`src/rtl/hazard_pkg.sv`:
```
// Shared encodings for the pipeline hazard sequencer: register-address width and FSM states.
// Also used by the pipeline top to decode seq_state.
package hazard_pkg;

    localparam int REG_W = 3;

    typedef enum logic [1:0] {
        RUN        = 2'd0,
        LOAD_STALL = 2'd1,
        MEM_WAIT   = 2'd2
    } state_t;

endpackage

```
`src/rtl/load_use_detect.sv`:
```
// Combinational load-use comparator: flags an ID instruction that reads the register an EX load writes.
// Zero latency, no state.
module load_use_detect
    import hazard_pkg::*;
(
    input  logic [REG_W-1:0] id_rs,
    input  logic [REG_W-1:0] id_rt,
    input  logic             id_uses_rt,
    input  logic [REG_W-1:0] ex_rt,
    input  logic             ex_memread,
    output logic             load_use
);

    assign load_use = ex_memread && ((ex_rt == id_rs) || (id_uses_rt && (ex_rt == id_rt)));

endmodule

```
`src/rtl/pipeline_hazard_sequencer.sv`:
```
// Stall/flush controller: mem_busy > branch_taken > load_use; Mealy outputs act in the hazard cycle.
// Optional macro HAZARD_PERF_CNT_EN adds saturating stall_cycles/flush_count outputs.
module pipeline_hazard_sequencer
    import hazard_pkg::*;
#(
    parameter int LOAD_STALL_CYCLES = 2,
    parameter int MEM_TIMEOUT       = 15
) (
    input  logic             clk,
    input  logic             rst,
    input  logic [REG_W-1:0] id_rs,
    input  logic [REG_W-1:0] id_rt,
    input  logic             id_uses_rt,
    input  logic [REG_W-1:0] ex_rt,
    input  logic             ex_memread,
    input  logic             branch_taken,
    input  logic             mem_busy,
    output logic             pc_write,
    output logic             ifid_write,
    output logic             ifid_flush,
    output logic             idex_bubble,
    output logic             idex_write,
    output logic             exmem_write,
    output logic [1:0]       seq_state,
    output logic             mem_timeout_err
`ifdef HAZARD_PERF_CNT_EN
    ,
    output logic [15:0]      stall_cycles,
    output logic [15:0]      flush_count
`endif
);

    localparam logic [2:0] STALL_INIT = 3'(LOAD_STALL_CYCLES - 1);
    localparam logic [7:0] TIMEOUT_W  = 8'(MEM_TIMEOUT);

    state_t     state_q, state_d;
    state_t     ret_q, ret_d;
    state_t     resume;
    logic [2:0] stall_cnt_q, stall_cnt_d;
    logic [7:0] wait_cnt_q, wait_cnt_d;
    logic       err_q, err_d;
    logic       load_use;

    logic pc_w, ifid_w, flush, bubble, idex_w, exmem_w;

    load_use_detect u_load_use_detect (
        .id_rs      (id_rs),
        .id_rt      (id_rt),
        .id_uses_rt (id_uses_rt),
        .ex_rt      (ex_rt),
        .ex_memread (ex_memread),
        .load_use   (load_use)
    );

    always_comb begin
        pc_w        = 1'b1;
        ifid_w      = 1'b1;
        flush       = 1'b0;
        bubble      = 1'b0;
        idex_w      = 1'b1;
        exmem_w     = 1'b1;
        state_d     = state_q;
        ret_d       = ret_q;
        stall_cnt_d = stall_cnt_q;
        wait_cnt_d  = wait_cnt_q;
        err_d       = err_q;
        // While waiting on memory, behave as the state we were interrupted in.
        resume      = (state_q == MEM_WAIT) ? ret_q : state_q;

        if (mem_busy) begin
            pc_w       = 1'b0;
            ifid_w     = 1'b0;
            idex_w     = 1'b0;
            exmem_w    = 1'b0;
            state_d    = MEM_WAIT;
            ret_d      = resume;
            wait_cnt_d = (wait_cnt_q == 8'hFF) ? wait_cnt_q : wait_cnt_q + 8'd1;
            if (wait_cnt_d >= TIMEOUT_W) begin
                err_d = 1'b1;
            end
        end else begin
            wait_cnt_d = 8'd0;
            case (resume)
                LOAD_STALL: begin
                    pc_w        = 1'b0;
                    ifid_w      = 1'b0;
                    bubble      = 1'b1;
                    stall_cnt_d = stall_cnt_q - 3'd1;
                    state_d     = (stall_cnt_q == 3'd1) ? RUN : LOAD_STALL;
                end
                default: begin
                    state_d = RUN;
                    if (branch_taken) begin
                        flush  = 1'b1;
                        bubble = 1'b1;
                    end else if (load_use) begin
                        pc_w   = 1'b0;
                        ifid_w = 1'b0;
                        bubble = 1'b1;
                        if (LOAD_STALL_CYCLES > 1) begin
                            state_d     = LOAD_STALL;
                            stall_cnt_d = STALL_INIT;
                        end
                    end
                end
            endcase
        end
    end

    always_ff @(posedge clk or posedge rst) begin
        if (rst) begin
            state_q     <= RUN;
            ret_q       <= RUN;
            stall_cnt_q <= 3'd0;
            wait_cnt_q  <= 8'd0;
            err_q       <= 1'b0;
        end else begin
            state_q     <= state_d;
            ret_q       <= ret_d;
            stall_cnt_q <= stall_cnt_d;
            wait_cnt_q  <= wait_cnt_d;
            err_q       <= err_d;
        end
    end

    // Held at the defaults while reset is asserted, regardless of hazard inputs.
    assign pc_write        = rst | pc_w;
    assign ifid_write      = rst | ifid_w;
    assign ifid_flush      = ~rst & flush;
    assign idex_bubble     = ~rst & bubble;
    assign idex_write      = rst | idex_w;
    assign exmem_write     = rst | exmem_w;
    assign seq_state       = state_q;
    assign mem_timeout_err = err_q;

`ifdef HAZARD_PERF_CNT_EN
    logic [15:0] stall_cycles_q, flush_count_q;

    always_ff @(posedge clk or posedge rst) begin
        if (rst) begin
            stall_cycles_q <= 16'd0;
            flush_count_q  <= 16'd0;
        end else begin
            if (!pc_write && stall_cycles_q != 16'hFFFF) begin
                stall_cycles_q <= stall_cycles_q + 16'd1;
            end
            if (ifid_flush && flush_count_q != 16'hFFFF) begin
                flush_count_q <= flush_count_q + 16'd1;
            end
        end
    end

    assign stall_cycles = stall_cycles_q;
    assign flush_count  = flush_count_q;
`endif

endmodule

```
`config.mk`:
```
export PLATFORM = sky130hd
export DESIGN_NAME = pipeline_hazard_sequencer
export DESIGN_NICKNAME = d
export VERILOG_FILES = /design/src/rtl/hazard_pkg.sv /design/src/rtl/load_use_detect.sv /design/src/rtl/pipeline_hazard_sequencer.sv
export SDC_FILE = /design/constraint.sdc
export NUM_CORES = 1
export LEC_CHECK = 0
export CORE_UTILIZATION = 35
export DETAILED_ROUTE_END_ITERATION = 10
export GPL_ROUTABILITY_DRIVEN = 0
export MAX_ROUTING_LAYER = met4
export PLACE_DENSITY = 0.72
export SETUP_SLACK_MARGIN = 0.15
export SLEW_MARGIN = 20
export SYNTH_ARGS = -nofsm -noshare
export SYNTH_HDL_FRONTEND = slang
export SYNTH_SLANG_ARGS = --single-unit
```
`constraint.sdc`:
```
create_clock -name clk -period 1.6 [get_ports clk]
set_input_delay 0.24 -clock clk [delete_from_list [all_inputs] [get_ports clk]]
set_output_delay 0.24 -clock clk [all_outputs]
set_load 0.01 [all_outputs]
```
==> flow_metrics.py, run 1 <==
metrics = {
    "floorplan": {
        "die_area_sq_mm": 0.00297,
        "die_h_microns": 54.5,
        "io_pins": 24,
        "die_w_microns": 54.5,
        "rows": 18,
        "core_sq_mm": 0.00254,
        "start_util_pct": 37.9,
    },
    "clock_tree": {
        "cts_buffer_depth": 2,
        "clock_sinks": 16,
        "clock_tree.root_cell": "clkbuf_4",
        "h-tree-depth": 1,
        "cts_made_buffers": 3,
        "postCtsHoldBufs": 0,
        "clk_pin_slew_ps": 100,
        "clock_latency_ps": 300,
        "cts_tree": "built",
    },
    "cells_and_area": {
        "nNetsFinal": 173,
        "syn2layout_area_growth_pct": 63.9,
        "fillers": 202,
        "n_antenna_cell": 0,
        "instances_no_fill": 184,
        "layout-drive-gt1-share_pct": 42.9,
    },
    "place": {
        "dp_cells": 166,
        "place_hpwl_microns": 1720,
        "io_buffer_count": 23,
    },
    "sta": {
        "setup-violations-final": 1,
        "fin_crit_sh_pct": 102,
        "slew_headroom_pct": 81.7,
        "whs_ps": 346,
        "rsz0062_at_grt": "yes",
        "fmax_ghz": 0.612,
        "fin_ws_ps": -34.2,
        "worstMarginPinSlew_ps": 273,
        "fin_skew_ps": 1.46,
        "slew_viol_final": 0,
        "period_needed_ps": 1630,
        "hold_viol": 0,
    },
    "setup_path": {
        "ff2ff_setup_slack_ps": 150,
        "critPathSlowestCell": "dfrtp_1",
        "crit_path_start_kind": "flip-flop",
        "crit_chain": "nand4bb_4, a21boi_4, and3_1, buf_2",
        "arrival_ps": 1390,
        "crit_buf_inv": 1,
        "cp_slowest_stage_delay_ps": 420,
        "critPathMaxFanout": 3,
        "path_depth": 4,
        "worstSetupPathType": "flip-flop to output pin",
        "critical-path-top-delay-family": "flip-flops",
        "cp_data_required_time_ps": 1360,
        "ff2ff_path_depth": 5,
        "cp-end-kind": "output pin",
    },
    "synth": {
        "syn_inst": 104,
        "synth_area_per_cell_sq_um": 9.28,
        "synth_seq_cells": 16,
        "synth_nets": 122,
        "seq_area_frac_synth_pct": 41.5,
        "yosys_warnings": 0,
        "netlist_area_sq_um": 965,
        "synth.distinct_cells": 34,
    },
    "route": {
        "first_pass_iters": 4,
        "wl_per_cell_microns": 14.3,
        "viasPerCell": 5.29,
        "wirelength_microns": 2630,
        "ant_nets": 0,
        "route.detailed.drc": 0,
        "drtIter0Drc": 11,
        "vias": 973,
    },
    "flow_run": {
        "drv_cap": 0,
    },
    "global_routing": {
        "grt_max_degree": 15,
        "grt_overflow": 0,
        "grt_pass1_wl_microns": 4010,
        "grt_pass1_vias": 979,
        "grt.total_usage_pct": 20.1,
        "antenna_found_initial": 0,
    },
    "power_and_ir_drop": {
        "p_leak_nw": 0.716,
        "ir_drop_v": 0.000769,
        "power_density_mw_per_mm2": 711,
    },
    "status": {
        "violations": "negative setup slack",
        "status": "complete, but fails checks",
    },
    "hold_path": {
        "hold_path_class": "input port to async pin",
    },
}
[through the flow]
step	setup WS [ps]	util [%]	area [sq um]	power, mW	TNS, ps
floorplan	155	-	991	0.642	0
global placement	-597	52.3	1330	0.765	-2710
detailed placement	-628	52.3	1330	0.778	-2930
CTS	-57.5	59.5	1520	1.11	-166
global route	-97.6	62.1	1580	1.19	-336
finish	-34.2	62.1	1580	1.13	-34.2
[power breakdown]
| group | switching [mW] | internal [mW] |
|---|---|---|
| sequential | 0.0361 | 0.445 |
| clock | 0.142 | 0.139 |
| combinational | 0.164 | 0.200 |
[synthesized netlist by cell type, drive strengths merged]
cell type | n | area [sq um]
dfrtp | 16 | 400
a31o | 1 | 8.76
xor2 | 1 | 8.76
nor2 | 7 | 26.3
ha | 3 | 37.5
nand4b | 1 | 8.76
and3 | 2 | 12.5
o31ai | 3 | 22.5
nand4 | 2 | 12.5
a21boi | 1 | 7.51
xnor2 | 7 | 61.3
a211oi | 4 | 30.0
or3b | 1 | 8.76
nor3b | 1 | 7.51
a21o | 1 | 7.51
nand4bb | 1 | 11.3
clkbuf | 2 | 7.51
a22oi | 2 | 15.0
o21ai | 7 | 35.0
nand3 | 3 | 15.0
o211ai | 1 | 7.51
nand2 | 4 | 15.0
nor3 | 2 | 10.0
buf | 3 | 22.5
a31oi | 3 | 18.8
mux2i | 1 | 10.0
a211o | 1 | 8.76
and4 | 4 | 37.5
o221ai | 1 | 8.76
o31a | 1 | 8.76
a21oi | 7 | 35.0
inv | 10 | 37.5
[placed cells by master (no fill, tap or decap), types with 3 or more instances in the layout]
cell	count
buf_4	18
buf_6	15
dfrtp_1	14
inv_1	9
nor2_1	7
o21ai_0	6
a21oi_1	5
dlygate4sd2_1	5
xnor2_1	4
nand2_1	4
buf_2	4
xnor2_2	3
a31oi_1	3
clkbuf_4	3
clkdlybuf4s50_1	3
clkbuf_2	3
[cell type report]
type | instances | area (sq um) | share of cell area [%]
timing repair buffer | 51 | 450 | 28.5
multi-input combinational | 73 | 614 | 38.8
sequential | 16 | 403 | 25.5
tap | 30 | 37.5 | 2.37
inverter | 10 | 40.0 | 2.53
clock buffer | 4 | 36.3 | 2.29
[metal layers]
metal	global-route usage [%]	up-vias	wire length, microns
met3	6.39	4	110
met2	39.0	27	1500
met1	17.7	461	985
li1	-	481	-
met5	-	-	0
met4	7.26	0	31
[registers in the layout, summed over array words and instances, names as in the netlist]
| signal | cells |
|---|---|
| mem_timeout_err | 1 |
| wait_cnt_q | 8 |
| ret_q | 2 |
| stall_cnt_q | 3 |
| seq_state | 2 |
[repair_timing]
item / in CTS / in global routing
gates resized for setup: 71 / 22
pin swaps: 16 / 8
setup buffers: 12 / 2
endpoints found under the setup margin: 12 / 14
[worst reg2reg max path, delay by kind of cell (launching register included)]
kind                       cells  cell delay, ps
and+or+nand+nor                1             170
DFF                            1             450
buffers and inverters          1             120
adders and majority gates      1             170
AOI/OAI and AO/OA              2             400
[cell families after synthesis]
family | after synthesis | share of synthesized area [%]
DFF | 16 | 41.5
xor gates and xnor gates | 8 | 7.26
adders and majority gates | 3 | 3.89
AOI/OAI and AO/OA | 33 | 22.2
and+or+nand+nor | 28 | 17.1
buffers and inverters | 15 | 7.00
muxes | 1 | 1.04
[final timing paths]
| kind | start | endpoint |
|---|---|---|
| max reg2reg | wait_cnt_q[0]$_DFF_PP0_ | mem_timeout_err$_DFFE_PP0P_ |
| min | rst | stall_cnt_q[1]$_DFFE_PP0P_ |
| min reg2reg | mem_timeout_err$_DFFE_PP0P_ | mem_timeout_err$_DFFE_PP0P_ |
| min in group clk | mem_busy | seq_state[1]$_DFF_PP0_ |
| max | seq_state[0]$_DFF_PP0_ | ifid_flush |
| max in group asynchronous | rst | wait_cnt_q[2]$_DFF_PP0_ |
Power figures use the tool's default switching activity.
==> run 2: changes to the inputs <==
--- a/config.mk
+++ b/config.mk
@@ -5,7 +5,9 @@
 export SDC_FILE = /design/constraint.sdc
 export NUM_CORES = 1
 export LEC_CHECK = 0
+export CORE_ASPECT_RATIO = 0.8
 export CORE_UTILIZATION = 35
+export CTS_BUF_LIST = sky130_fd_sc_hd__clkbuf_2 sky130_fd_sc_hd__clkbuf_4 sky130_fd_sc_hd__clkbuf_8
 export DETAILED_ROUTE_END_ITERATION = 10
 export GPL_ROUTABILITY_DRIVEN = 0
 export MAX_ROUTING_LAYER = met4
==> run 2 against run 1 <==
The run still ends with negative setup slack left. Register-to-register slack worse by 80 ps. Power is 0.72% lower. Critical endpoint is now stall_cnt_q[0]$_DFFE_PP0P_. Worst setup slack worse by 5.6 ps. Combinational power up 7.1%. Critical path type is now input port to flip-flop.
==> flow_metrics.py, run 2 (synthesized netlist as in run 1, its figures left out) <==
metrics = {
    "cells_and_area": {
        "fillers": 207,
        "nNetsFinal": 174,
        "design_area_sq_mm": 0.00160,
        "mostFrequentLayoutCell": "buf_4",
        "largest_reg_flops": 8,
        "regArea_sq_um": 402,
        "layout_common_cells": "19 x buf_4, 16 x buf_6, 15 x dfrtp_1, 8 x inv_1",
        "regMostFlops": "wait_cnt_q",
        "top_regs": "wait_cnt_q (8), stall_cnt_q (3)",
        "syn2layout_area_growth_pct": 65.4,
        "layout-drive-gt1-share_pct": 41.9,
        "multi_input_area_sq_um": 617,
        "n_antenna_cell": 0,
        "utilization_pct": 63.2,
    },
    "global_routing": {
        "grt_max_degree": 17,
        "antenna_found_initial": 0,
        "grt_pass1_vias": 1038,
        "grt_overflow": 0,
        "grt.total_usage_pct": 21.9,
        "grt_pass1_wl_microns": 4650,
    },
    "power_and_ir_drop": {
        "total_power_mw": 1.12,
        "p_leak_nw": 0.723,
        "ir_drop_v": 0.000474,
        "power_density_mw_per_mm2": 700,
    },
    "route": {
        "first_pass_iters": 4,
        "ant_nets": 0,
        "wirelength_microns": 2770,
        "viasPerCell": 5.30,
        "wl_per_cell_microns": 14.5,
        "route.detailed.drc": 0,
        "vias": 1012,
        "drtIter0Drc": 26,
    },
    "place": {
        "place_hpwl_microns": 1770,
        "placed_cell_area_sq_mm": 0.00134,
        "io_buffer_count": 23,
    },
    "setup_path": {
        "worstSetupPathType": "input port to flip-flop",
        "arrival_ps": 1850,
        "crit_path_start_kind": "input port",
        "critPathMaxFanout": 2,
        "reg2reg_from": "wait_cnt_q[1]$_DFF_PP0_",
        "ff2ff_setup_slack_ps": 70,
        "startpoint": "id_rt[2]",
        "cp_data_required_time_ps": 1810,
        "cp-end-kind": "flip-flop",
    },
    "sta": {
        "fin_skew_ps": 4.49,
        "fin_setup_tns_ps": -68.3,
        "rsz0062_at_grt": "yes",
        "fmax_ghz": 0.610,
        "worstMarginPinSlew_ps": 349,
        "setup-violations-final": 4,
        "slew_headroom_pct": 76.6,
        "whs_ps": 350,
        "fin_ws_ps": -39.7,
        "hold_viol": 0,
        "slew_viol_final": 0,
        "period_needed_ps": 1640,
        "fin_crit_sh_pct": 102,
    },
    "status": {
        "violations": "negative setup slack",
        "status": "complete, but fails checks",
    },
    "floorplan": {
        "die_area_sq_mm": 0.00297,
        "start_util_pct": 38.2,
        "io_pins": 24,
        "core_sq_mm": 0.00252,
        "rows": 16,
        "die_h_microns": 49.0,
        "die_w_microns": 60.7,
    },
    "clock_tree": {
        "clock_tree.root_cell": "clkbuf_4",
        "cts_made_buffers": 3,
        "cts_buffer_depth": 2,
        "clock_latency_ps": 290,
        "cts_tree": "built",
        "clock_sinks": 16,
        "clk_pin_slew_ps": 90,
        "postCtsHoldBufs": 0,
        "h-tree-depth": 1,
    },
    "flow_run": {
        "drv_cap": 0,
    },
    "hold_path": {
        "hold_path_class": "input port to async pin",
    },
}
-- run 2: routing by layer --
| layer | up-vias | share of wire, % | GRT usage, % |
|---|---|---|---|
| li1 | 480 | - | - |
| met3 | 6 | 3.4 | 6.37 |
| met1 | 501 | 43 | 25.5 |
| met4 | 0 | 2.5 | 7.58 |
| met2 | 25 | 51 | 35.7 |
| met5 | - | 0 | - |
-- run 2: per-stage QoR --
| stage | worst slack (ps) | instances |
|---|---|---|
| finish | -39.7 | 191 |
| global route | -103 | 191 |
| CTS | -56.5 | 189 |
| detailed placement | -699 | 172 |
| global placement | -622 | 172 |
| floorplan | 155 | 104 |
-- run 2: power by group --
part / internal, mW / total (mW) / switching [mW]
registers: 0.444 / 0.484 / 0.0400
logic: 0.217 / 0.390 / 0.174
clock network: 0.114 / 0.242 / 0.128
-- run 2: worst paths after layout --
check / endpoint / depth (start not counted)
max: stall_cnt_q[0]$_DFFE_PP0P_ / 12
min: stall_cnt_q[1]$_DFFE_PP0P_ / 3
max reg2reg: mem_timeout_err$_DFFE_PP0P_ / 5
min reg2reg: mem_timeout_err$_DFFE_PP0P_ / 2
max in group asynchronous: wait_cnt_q[0]$_DFF_PP0_ / 3
min in group clk: mem_timeout_err$_DFFE_PP0P_ / 2
-- run 2: final cells by class --
cell class              instances  area share, %
clock buffers                   4           1.88
flip-flops and latches         16           25.2
repair buffers                 52           29.1
multi-input cells              73           38.7
well taps                      36           2.82
inverters                      10           2.35
-- run 2: repair_timing --
action,CTS,global route
resized for setup,70,18
pin swaps,14,10
cloned,0,0
endpoints found under the setup margin,14,13
setup buffers,13,2
-- run 2: critical path, cell delays in order --
cell and delay (ps):
buf_6 100, xnor2_2 140, nand4_1 140, buf_4 160, buf_6 100, buf_6 100, buf_6 110, buf_6 110
buf_6 100, buf_6 100, a211o_1 270, a31oi_1 190
==> run 3: changes to the inputs <==
--- a/config.mk
+++ b/config.mk
@@ -5,6 +5,7 @@
 export SDC_FILE = /design/constraint.sdc
 export NUM_CORES = 1
 export LEC_CHECK = 0
+export ABC_AREA = 1
 export CORE_ASPECT_RATIO = 0.8
 export CORE_UTILIZATION = 35
 export CTS_BUF_LIST = sky130_fd_sc_hd__clkbuf_2 sky130_fd_sc_hd__clkbuf_4 sky130_fd_sc_hd__clkbuf_8
==> run 3 against run 2 <==
Maximum frequency down 0.43%. Wire length shrank 12%. Highest routed layer unchanged. Non-clock buffer count fell by 12. Global-route usage fell by 4.6 points. Flip-flop and latch count unchanged. Power is 6.6% higher. Die area grew 5.1%. Clock-buffer cell count stayed put. Clock skew down 1.9 ps. Critical path depth decreased by 6. The flow still finishes with violations (negative setup slack). Critical endpoint is now ifid_write. First-iteration DRC count grew 15%. Final cell count is 16% higher.
==> flow_metrics.py, run 3 <==
metrics = {
    "status": {
        "status": "complete, but fails checks",
        "violations": "negative setup slack",
    },
    "power_and_ir_drop": {
        "total_power_mw": 1.19,
        "power_density_mw_per_mm2": 805,
        "ir_drop_v": 0.000460,
        "p_leak_nw": 0.812,
    },
    "synth": {
        "synth_top_family_by_area": "simple AND/OR/NAND/NOR gates",
        "yosysTopAreaCell": "dfrtp_1",
        "synth_seq_cells": 16,
        "synth_top_flop_cell": "dfrtp_1",
        "synthAdderAreaFrac_pct": 3.69,
        "synth_area_per_cell_sq_um": 7.10,
        "synth_edf_count": 0,
        "yosys_warnings": 0,
        "synth_top_area_share_pct": 39.4,
        "synth_mux_area_share_pct": 0,
        "syn_inst": 143,
        "seq_area_frac_synth_pct": 39.4,
        "synthXorXnorAreaFrac_pct": 3.45,
        "synth_nets": 161,
        "yosys.cell_count.top_type": "nand2_1",
        "synth-simple-area-share_pct": 33.0,
        "synth-compound-area-share_pct": 9.36,
        "synth_async_sr_flop_share_pct": 100,
        "netlist_area_sq_mm": 0.00102,
        "synth_area_leaders": "dfrtp_1 39%, nand2_1 15%, inv_1 8.5%",
        "synth_common_cells": "41 x nand2_1, 23 x inv_1, 16 x dfrtp_1, 16 x nor2_1",
        "synth.distinct_cells": 22,
    },
    "setup_path": {
        "worstReg2RegEnd": "mem_timeout_err$_DFFE_PP0P_",
        "ff2ff_path_depth": 8,
        "critPathMaxFanout": 4,
        "cp-end-kind": "output pin",
        "ff2ff_setup_slack_ps": 100,
        "crit_top_cell": "nand2_2",
        "cp_slowest_stage_delay_ps": 430,
        "arrival_ps": 1410,
        "reg2reg_from": "wait_cnt_q[1]$_DFF_PP0_",
        "critPathSlowestCell": "dfrtp_1",
        "worstSetupPathType": "flip-flop to output pin",
        "crit_path_start_kind": "flip-flop",
        "crit_chain": "a21oi_2, inv_1, nand2_2, nand2_2, o21ai_2, buf_2",
        "cp_data_required_time_ps": 1360,
    },
    "floorplan": {
        "die_h_microns": 50.2,
        "rows": 17,
        "io_pins": 24,
        "die_area_sq_mm": 0.00312,
        "start_util_pct": 36.7,
        "die_w_microns": 62.2,
        "core_sq_mm": 0.00277,
    },
    "clock_tree": {
        "clock_sinks": 16,
        "clock_tree.root_cell": "clkbuf_4",
        "clk_pin_slew_ps": 100,
        "cts_tree": "built",
        "postCtsHoldBufs": 0,
        "cts_buffer_depth": 2,
        "clock_latency_ps": 300,
        "cts_made_buffers": 3,
        "h-tree-depth": 1,
    },
    "global_routing": {
        "antenna_found_initial": 0,
        "grt_pass1_wl_microns": 4130,
        "grt_overflow": 0,
        "grt_pass1_vias": 1009,
        "grt_max_degree": 15,
        "grt.total_usage_pct": 17.4,
    },
    "place": {
        "place_hpwl_microns": 1770,
        "io_buffer_count": 23,
        "pre_cts_slack_ps": -600,
        "dp_cells": 213,
    },
    "sta": {
        "fin_skew_ps": 2.60,
        "fin_ws_ps": -46.8,
        "fin_setup_tns_ps": -93.1,
        "setup-violations-final": 2,
        "period_needed_ps": 1650,
        "worstMarginPinSlew_ps": 346,
        "fin_crit_sh_pct": 103,
        "slew_headroom_pct": 76.7,
        "hold_viol": 0,
        "slew_viol_final": 0,
        "rsz0062_at_grt": "yes",
        "fmax_ghz": 0.607,
        "whs_ps": 278,
    },
    "cells_and_area": {
        "mostFrequentLayoutCell": "nand2_1",
        "regMostFlops": "wait_cnt_q",
        "multi_input_area_sq_um": 577,
        "fillers": 254,
        "top_regs": "wait_cnt_q (8), stall_cnt_q (3)",
        "layout_common_cells": "36 x nand2_1, 21 x inv_1, 17 x buf_4, 16 x nor2_1, 16 x dfrtp_1",
        "nNetsFinal": 203,
        "largest_reg_flops": 8,
        "layout-drive-gt1-share_pct": 29.9,
        "n_antenna_cell": 0,
        "syn2layout_area_growth_pct": 45.6,
        "instances_no_fill": 222,
        "regArea_sq_um": 400,
    },
    "hold_path": {
        "hold_path_class": "input port to async pin",
    },
    "flow_run": {
        "drv_cap": 0,
    },
    "route": {
        "vias": 1012,
        "drtIter0Drc": 30,
        "viasPerCell": 4.56,
        "wl_per_cell_microns": 11.0,
        "first_pass_iters": 7,
        "wirelength_microns": 2440,
        "route.detailed.drc": 0,
        "ant_nets": 0,
    },
}
[run 3: where the power goes]
group	internal, mW	leakage [nW]	switching, mW
Sequential	0.462	0.210	0.0472
Clock	0.139	0.0210	0.141
Combinational	0.199	0.581	0.203
Total	0.800	0.812	0.391
[run 3: worst max-delay path: cells and delay by family (launching register included)]
| family | cells | cell delay (ps) |
|---|---|---|
| compound gates | 2 | 290 |
| buf+inv | 2 | 220 |
| flops | 1 | 430 |
| simple gates | 2 | 170 |
[run 3: metal layers]
metal,global-route usage [%],routed length [microns],vias to the layer above
met3,4.09,74,4
met2,31.9,1220,21
met4,3.49,36,0
met5,-,0,-
met1,19.5,1100,463
li1,-,-,524
[run 3: layout make-up]
class	instances	share of cell area [%]
clock buffer	4	2.45
timing repair buffer	40	21.9
inverter	25	6.35
multi-input combinational	99	39.0
sequential	16	27.1
tap	38	3.21
[run 3: metrics by stage]
step,util (%),area [sq um]
after global routing,53.5,1480
after global placement,49.6,1370
after detailed placement,49.6,1370
after CTS,51.3,1420
after floorplan,-,1020
final,53.5,1480
[run 3: how the worst max path moves through the flow]
stage / start / endpoint / slack (ps) / depth (start not counted)
4_1_cts: seq_state[1]$_DFF_PP0_ / ifid_write / -30 / 6
2_1_floorplan: seq_state[1]$_DFF_PP0_ / pc_write / 160 / 6
6_report: seq_state[1]$_DFF_PP0_ / ifid_write / -50 / 6
3_5_place_dp: ex_rt[0] / ifid_write / -600 / 10
5_1_grt: seq_state[1]$_DFF_PP0_ / pc_write / -110 / 6
3_3_place_gp: ex_rt[0] / ifid_write / -540 / 10
[run 3: logic make-up after synthesis]
family          Yosys count
compound gates           18
xor+xnor                  4
fa+ha+maj                 3
buf+inv                  28
flops                    16
simple gates             74
[run 3: repair_timing]
item                       CTS  global route
setup endpoints to repair    9             9
pin swaps                   10            14
setup buffers                4             1
gates resized for setup     38            19
